[config.mk]
export PLATFORM = sky130hd
export DESIGN_NAME = hazard_ctrl
export DESIGN_NICKNAME = d
export VERILOG_FILES = /design/src/rtl/riscv_pkg.sv /design/src/rtl/hazard_perf_counter.sv /design/src/rtl/hazard_ctrl.sv
export SDC_FILE = /design/constraint.sdc
export NUM_CORES = 1
export LEC_CHECK = 0
export BUFFER_PORTS_ARGS = -buffer_cell sky130_fd_sc_hd__buf_2
export CAP_MARGIN = 10
export CORE_MARGIN = 2
export CORE_UTILIZATION = 35
export CTS_BUF_LIST = sky130_fd_sc_hd__clkbuf_16
export DETAILED_ROUTE_END_ITERATION = 6
export PLACE_DENSITY = 0.73
export SLEW_MARGIN = 20
export SYNTH_ARGS = -nofsm -noshare
export SYNTH_HDL_FRONTEND = slang
export SYNTH_SLANG_ARGS = --single-unit
[constraint.sdc]
create_clock -name i_clk -period 2.6 [get_ports i_clk]
set_clock_uncertainty 0.15 [all_clocks]
set_input_delay 0.52 -clock i_clk [delete_from_list [all_inputs] [get_ports i_clk]]
set_output_delay 0.52 -clock i_clk [all_outputs]
set_load 0.02 [all_outputs]
[src/rtl/riscv_pkg.sv]
// Shared types and constants for the RISC-V core pipeline control.
package riscv_pkg;

    localparam int unsigned REG_IDX_W = 5;
    localparam logic [REG_IDX_W-1:0] REG_X0 = 5'd0;

    typedef enum logic {
        RUN     = 1'b0,
        MC_WAIT = 1'b1
    } hazard_state_t;

endpackage

[src/rtl/hazard_perf_counter.sv]
// Saturating event counter: counts cycles with i_inc high, holds at all-ones.
module hazard_perf_counter #(
    parameter int unsigned CNT_W = 32
) (
    input  logic             i_clk,
    input  logic             i_rst,
    input  logic             i_inc,
    output logic [CNT_W-1:0] o_count
);

    logic [CNT_W-1:0] r_count;

    // Count qualifying cycles, stopping at the maximum value
    always_ff @(posedge i_clk or posedge i_rst) begin
        if (i_rst) begin
            r_count <= '0;
        end else if (i_inc && (r_count != {CNT_W{1'b1}})) begin
            r_count <= r_count + CNT_W'(1);
        end
    end

    assign o_count = r_count;

endmodule

[src/rtl/hazard_ctrl.sv]
// Pipeline hazard/stall sequencer: load-use stall, branch flush and
// multi-cycle WOS-op freeze with timeout escape.
// Optional perf counters enabled by defining HAZARD_PERF_CNT_EN.
module hazard_ctrl
    import riscv_pkg::*;
#(
    parameter int unsigned MC_TIMEOUT = 256,
    parameter int unsigned CNT_W      = 32
) (
    input  logic                 i_clk,
    input  logic                 i_rst,
    input  logic [REG_IDX_W-1:0] i_rs1_d,
    input  logic [REG_IDX_W-1:0] i_rs2_d,
    input  logic                 i_rs1_used_d,
    input  logic                 i_rs2_used_d,
    input  logic [REG_IDX_W-1:0] i_rd_e,
    input  logic                 i_mem_read_e,
    input  logic                 i_branch_taken_e,
    input  logic                 i_mc_start_e,
    input  logic                 i_mc_done,
    output logic                 o_stall_f,
    output logic                 o_stall_d,
    output logic                 o_stall_e,
    output logic                 o_flush_d,
    output logic                 o_bubble_e,
    output logic                 o_bubble_m,
    output logic                 o_mc_busy,
    output logic                 o_mc_timeout
`ifdef HAZARD_PERF_CNT_EN
    ,
    output logic [CNT_W-1:0]     o_stall_cycles,
    output logic [CNT_W-1:0]     o_flush_count
`endif
);

    localparam int unsigned TMR_W = $clog2(MC_TIMEOUT);

    hazard_state_t    r_state;
    hazard_state_t    w_next_state;
    logic [TMR_W-1:0] r_mc_cnt;
    logic             w_load_use;
    logic             w_timeout_hit;

    assign w_load_use = i_mem_read_e && (i_rd_e != REG_X0) &&
                        ((i_rs1_used_d && (i_rs1_d == i_rd_e)) ||
                         (i_rs2_used_d && (i_rs2_d == i_rd_e)));

    // Last wait cycle before a forced release; counter never reaches MC_TIMEOUT
    assign w_timeout_hit = (r_mc_cnt == TMR_W'(MC_TIMEOUT - 1));

    // State register
    always_ff @(posedge i_clk or posedge i_rst) begin
        if (i_rst) begin
            r_state <= RUN;
        end else begin
            r_state <= w_next_state;
        end
    end

    // Wait-cycle counter, cleared whenever MC_WAIT is entered or left
    always_ff @(posedge i_clk or posedge i_rst) begin
        if (i_rst) begin
            r_mc_cnt <= '0;
        end else if ((r_state == MC_WAIT) && (w_next_state == MC_WAIT)) begin
            r_mc_cnt <= r_mc_cnt + TMR_W'(1);
        end else begin
            r_mc_cnt <= '0;
        end
    end

    // Next-state logic; a start on the exit cycle is dropped
    always_comb begin
        w_next_state = r_state;
        case (r_state)
            RUN: begin
                if (i_mc_start_e) begin
                    w_next_state = MC_WAIT;
                end
            end
            MC_WAIT: begin
                if (i_mc_done || w_timeout_hit) begin
                    w_next_state = RUN;
                end
            end
            default: w_next_state = RUN;
        endcase
    end

    // Output decode: mc_start > branch > load-use in RUN; forced to 0 in reset
    always_comb begin
        o_stall_f    = 1'b0;
        o_stall_d    = 1'b0;
        o_stall_e    = 1'b0;
        o_flush_d    = 1'b0;
        o_bubble_e   = 1'b0;
        o_bubble_m   = 1'b0;
        o_mc_busy    = 1'b0;
        o_mc_timeout = 1'b0;
        if (!i_rst) begin
            case (r_state)
                RUN: begin
                    if (i_mc_start_e) begin
                        o_stall_f  = 1'b1;
                        o_stall_d  = 1'b1;
                        o_stall_e  = 1'b1;
                        o_bubble_m = 1'b1;
                    end else if (i_branch_taken_e) begin
                        o_flush_d  = 1'b1;
                        o_bubble_e = 1'b1;
                    end else if (w_load_use) begin
                        o_stall_f  = 1'b1;
                        o_stall_d  = 1'b1;
                        o_bubble_e = 1'b1;
                    end
                end
                MC_WAIT: begin
                    o_mc_busy = 1'b1;
                    if (i_mc_done) begin
                        // result arrives: E advances this cycle
                    end else if (w_timeout_hit) begin
                        o_mc_timeout = 1'b1;
                    end else begin
                        o_stall_f  = 1'b1;
                        o_stall_d  = 1'b1;
                        o_stall_e  = 1'b1;
                        o_bubble_m = 1'b1;
                    end
                end
                default: begin
                end
            endcase
        end
    end

`ifdef HAZARD_PERF_CNT_EN
    hazard_perf_counter #(
        .CNT_W (CNT_W)
    ) u_stall_cnt (
        .i_clk   (i_clk),
        .i_rst   (i_rst),
        .i_inc   (o_stall_f),
        .o_count (o_stall_cycles)
    );

    hazard_perf_counter #(
        .CNT_W (CNT_W)
    ) u_flush_cnt (
        .i_clk   (i_clk),
        .i_rst   (i_rst),
        .i_inc   (o_flush_d),
        .o_count (o_flush_count)
    );
`endif

endmodule
==> metrics.md <==
| Metric | Value |
|---|---|
| Result of the run | `finished clean` |
| Pint | `between 300 and 400 µW` |
| Final hold slack | `between 0.15 and 0.2 ns` |
| Synthesized instance count | `72` |
| Worst reg2reg path endpoint | `r_mc_cnt[2]$_DFF_PP0_` |
| Max Transition Viols Final | `0` |
| Required time of the critical path | `1.93 ns` |
| Crit path DAT | `1.83 ns` |
| Synth warnings | `0` |
| Gate power share | `between 15 and 20%` |
| R2R depth | `5` |
| Endpoint type of the worst setup path | `output pin` |
| Filler cell count | `approximately 190` |
| Boundary Pins | `31` |
| Primary FF master, synth | `dfrtp_1` |
| Beginning of the worst register-to-register path | `r_mc_cnt[0]$_DFF_PP0_` |
| Die W | `46.9 µm` |
| Syn-to-layout area delta | `38.6%` |
| Fin nets | `130` |
| CP Max Fanout | `4` |
| #FFs+latches synth | `9` |
| Maxcap violations | `0` |
| Cell with the most instances after synthesis | `xor2_1` |
| Seq pwr share | `29.7%` |
| Number of CTS-inserted buffers | `3` |
| EDFF count, synth | `0` |
| RSZ-0062 raised after global routing | `no` |
| WL/cell | `11.2 µm` |
| Std-Cell Rows | `15` |
| Mapped Area | `644 µm²` |
| Fin crit share | `96.1%` |
| Worst-Margin Slew | `0.300 ns` |
| HPWL after DPL | `1180 µm` |
| Switching share of power | `23.6%` |
| Top cell type's share of synthesized area | `around a third` |
| Antenna Nets Post-Route | `0` |
| Area of the die | `~2200 µm²` |
| H-tree levels | `1` |
| GR Overflow Total | `0` |
| Post-Place Cells | `about 130` |
| Switch Pwr | `119 µW` |
| DRC viols | `0` |
| Critical path class | `reg2out` |
| Startpoint types | `flip-flop` |
| Final Hold Fails | `0` |
| Iteration-0 DRC Markers | `6` |
| Fin cells | `130` |
| 1st-pass router iterations | `3` |
| Syn nets | `96` |
| GPL Wtd Cong | `0.767` |
| I/O Buffers | `30` |
| Final WL | `between 1000 and 1500 µm` |
| Synth Area per Inst | `~8.9 µm²` |
| Asr flop ratio synth | `between 90% and 100%` |
| Detail-routed via count per cell | `4.71` |
| Slew headroom | `79.8%` |
| Die Y-Extent | `46.9 µm` |
| Largest net degree at the start of global routing | `10` |
| R2R setup slack | `0.97 ns` |
| Quantity of hold-fixing buffers added after cts | `0` |
| Final core occ | `51.7%` |
| Number of global-route vias before repair | `about 590` |
| Post-CTS setup buffers | `0` |
| CTS-repair resized insts | `0` |
| CTS Buffer Depth | `2` |
| Leak | `between 0.4 and 0.5 nW` |
| Seq/Total Area, Yosys | `approximately a third` |
| Skew-Pair Late Insertion Delay | `between 0.2 and 0.25 ns` |
| CTS tree | `built` |
| Clock power share | `52.5%` |
| Total power per unit cell area | `565 nW/µm²` |
| Final TNS setup | `0 ns` |
| Top post-synthesis cells by area | `dfrtp_1 (35%), xor2_1 (18%), nor2_1 (6.4%)` |
| Antenna diode count | `0` |
| Clk sinks | `9` |
| Global-route wire length before repair | `2200 µm` |
| Gr usage total | `14.9%` |
| Via count | `a little over 600` |
| Layout cells sized above 1 | `35.2%` |
| Fmax | `approximately 0.40 GHz` |
| Hold Path Class | `in2async` |
| Yosys cell types | `25` |
| Leading area contributor after synthesis | `dfrtp_1` |
| Initial core utilization | `a little under two fifths` |
| Antenna violations before repair | `0` |
| Core Box Area | `~1700 µm²` |
| Final setup violation count | `0` |
| Min Clock Period, post-route | `2.50 ns` |
| Max rail drop VDD | `454 µV` |
| Clk pin slew, worst setup/hold paths | `0.04 ns` |
| Top post-synthesis cells by count | `xor2_1 (13), nor2_1 (11), dfrtp_1 (9)` |
| CTS root buf | `clkbuf_16` |
## power groups by stage
stage                     sequential, mW  clock [mW]  combinational [mW]
after floorplan                    0.151           0              0.0578
after global placement             0.151           0              0.0892
after detailed placement           0.152           0              0.0908
after CTS                          0.150       0.270              0.0916
after global routing               0.150       0.275               0.100
final                              0.150       0.265              0.0902
## state kept, by name, indices dropped and copies added (netlist names)
| signal | flops |
|---|---|
| r_state | 1 |
| r_mc_cnt | 8 |
## routing by layer
layer	wire (µm)	part of all wire [%]	track usage, %
met5	0	0	0
met4	43	2.9	11.7
met3	135	9.2	4.23
met2	701	48	27.7
met1	581	40	13.2
## layout by cell type, fill, tap and decap left out, drive strengths merged
cell type,instances
xor2,13
a41oi,1
o2111ai,1
nand4,2
nor2b,1
xnor2,3
nor3,2
nand3,2
dfrtp,9
inv,5
nand2,6
nor2,11
nor4,2
o21bai,2
and3,2
nand2b,1
a21oi,1
clkbuf,3
and2,2
buf,32
ha,1
a32oi,1
a41o,1
and4,1
## how the worst max path moves through the flow
| stage | start | end | slack [ns] | depth (start not counted) |
|---|---|---|---|---|
| 2_1_floorplan | r_mc_cnt[0]$_DFF_PP0_ | o_stall_f | 0.06 | 7 |
| 3_3_place_gp | i_rd_e[3] | o_stall_f | 0.33 | 6 |
| 3_5_place_dp | i_rd_e[3] | o_stall_f | 0.29 | 6 |
| 4_1_cts | r_mc_cnt[0]$_DFF_PP0_ | o_stall_d | 0.09 | 6 |
| 5_1_grt | r_mc_cnt[0]$_DFF_PP0_ | o_stall_d | 0.01 | 6 |
| 6_report | r_mc_cnt[0]$_DFF_PP0_ | o_stall_d | 0.10 | 6 |
## cell families (layout without fill, tap and decap cells)
group | after synthesis | in the layout | synth area share (%)
flip-flops | 9 | 9 | 35.0
AO/OA/AOI/OAI | 7 | 7 | 10.5
adder cells (fa/ha/maj) | 1 | 1 | 1.94
AND/OR/NAND/NOR | 32 | 32 | 24.5
XOR/XNOR | 16 | 16 | 21.7
buffers and inverters | 7 | 40 | 6.41
## metrics by stage
| stage | instance area (µm²) | setup slack, ns | total power, mW |
|---|---|---|---|
| floorplan | 644 | 0.0588 | 0.208 |
| global placement | 815 | 0.327 | 0.241 |
| detailed placement | 815 | 0.295 | 0.242 |
| CTS | 893 | 0.0880 | 0.511 |
| global route | 893 | 0.0127 | 0.525 |
| finish | 893 | 0.102 | 0.505 |
## critical path: stages (launching register included)
cell,delay [ns]
dfrtp_1,0.40
ha_1,0.26
and4_4,0.20
a41o_1,0.28
a21oi_4,0.14
o21bai_1,0.13
buf_2,0.18
## area by class of cell
class	count	area, µm²	area share, %
clock buffer	3	75.1	8.40
clock inverter	1	3.75	0.420
inverter	4	15.0	1.68
multi-input combinational	56	378	42.3
sequential	9	225	25.2
tap	25	31.3	3.50
timing repair buffer	32	165	18.5
(Power assumes the default switching activity.)
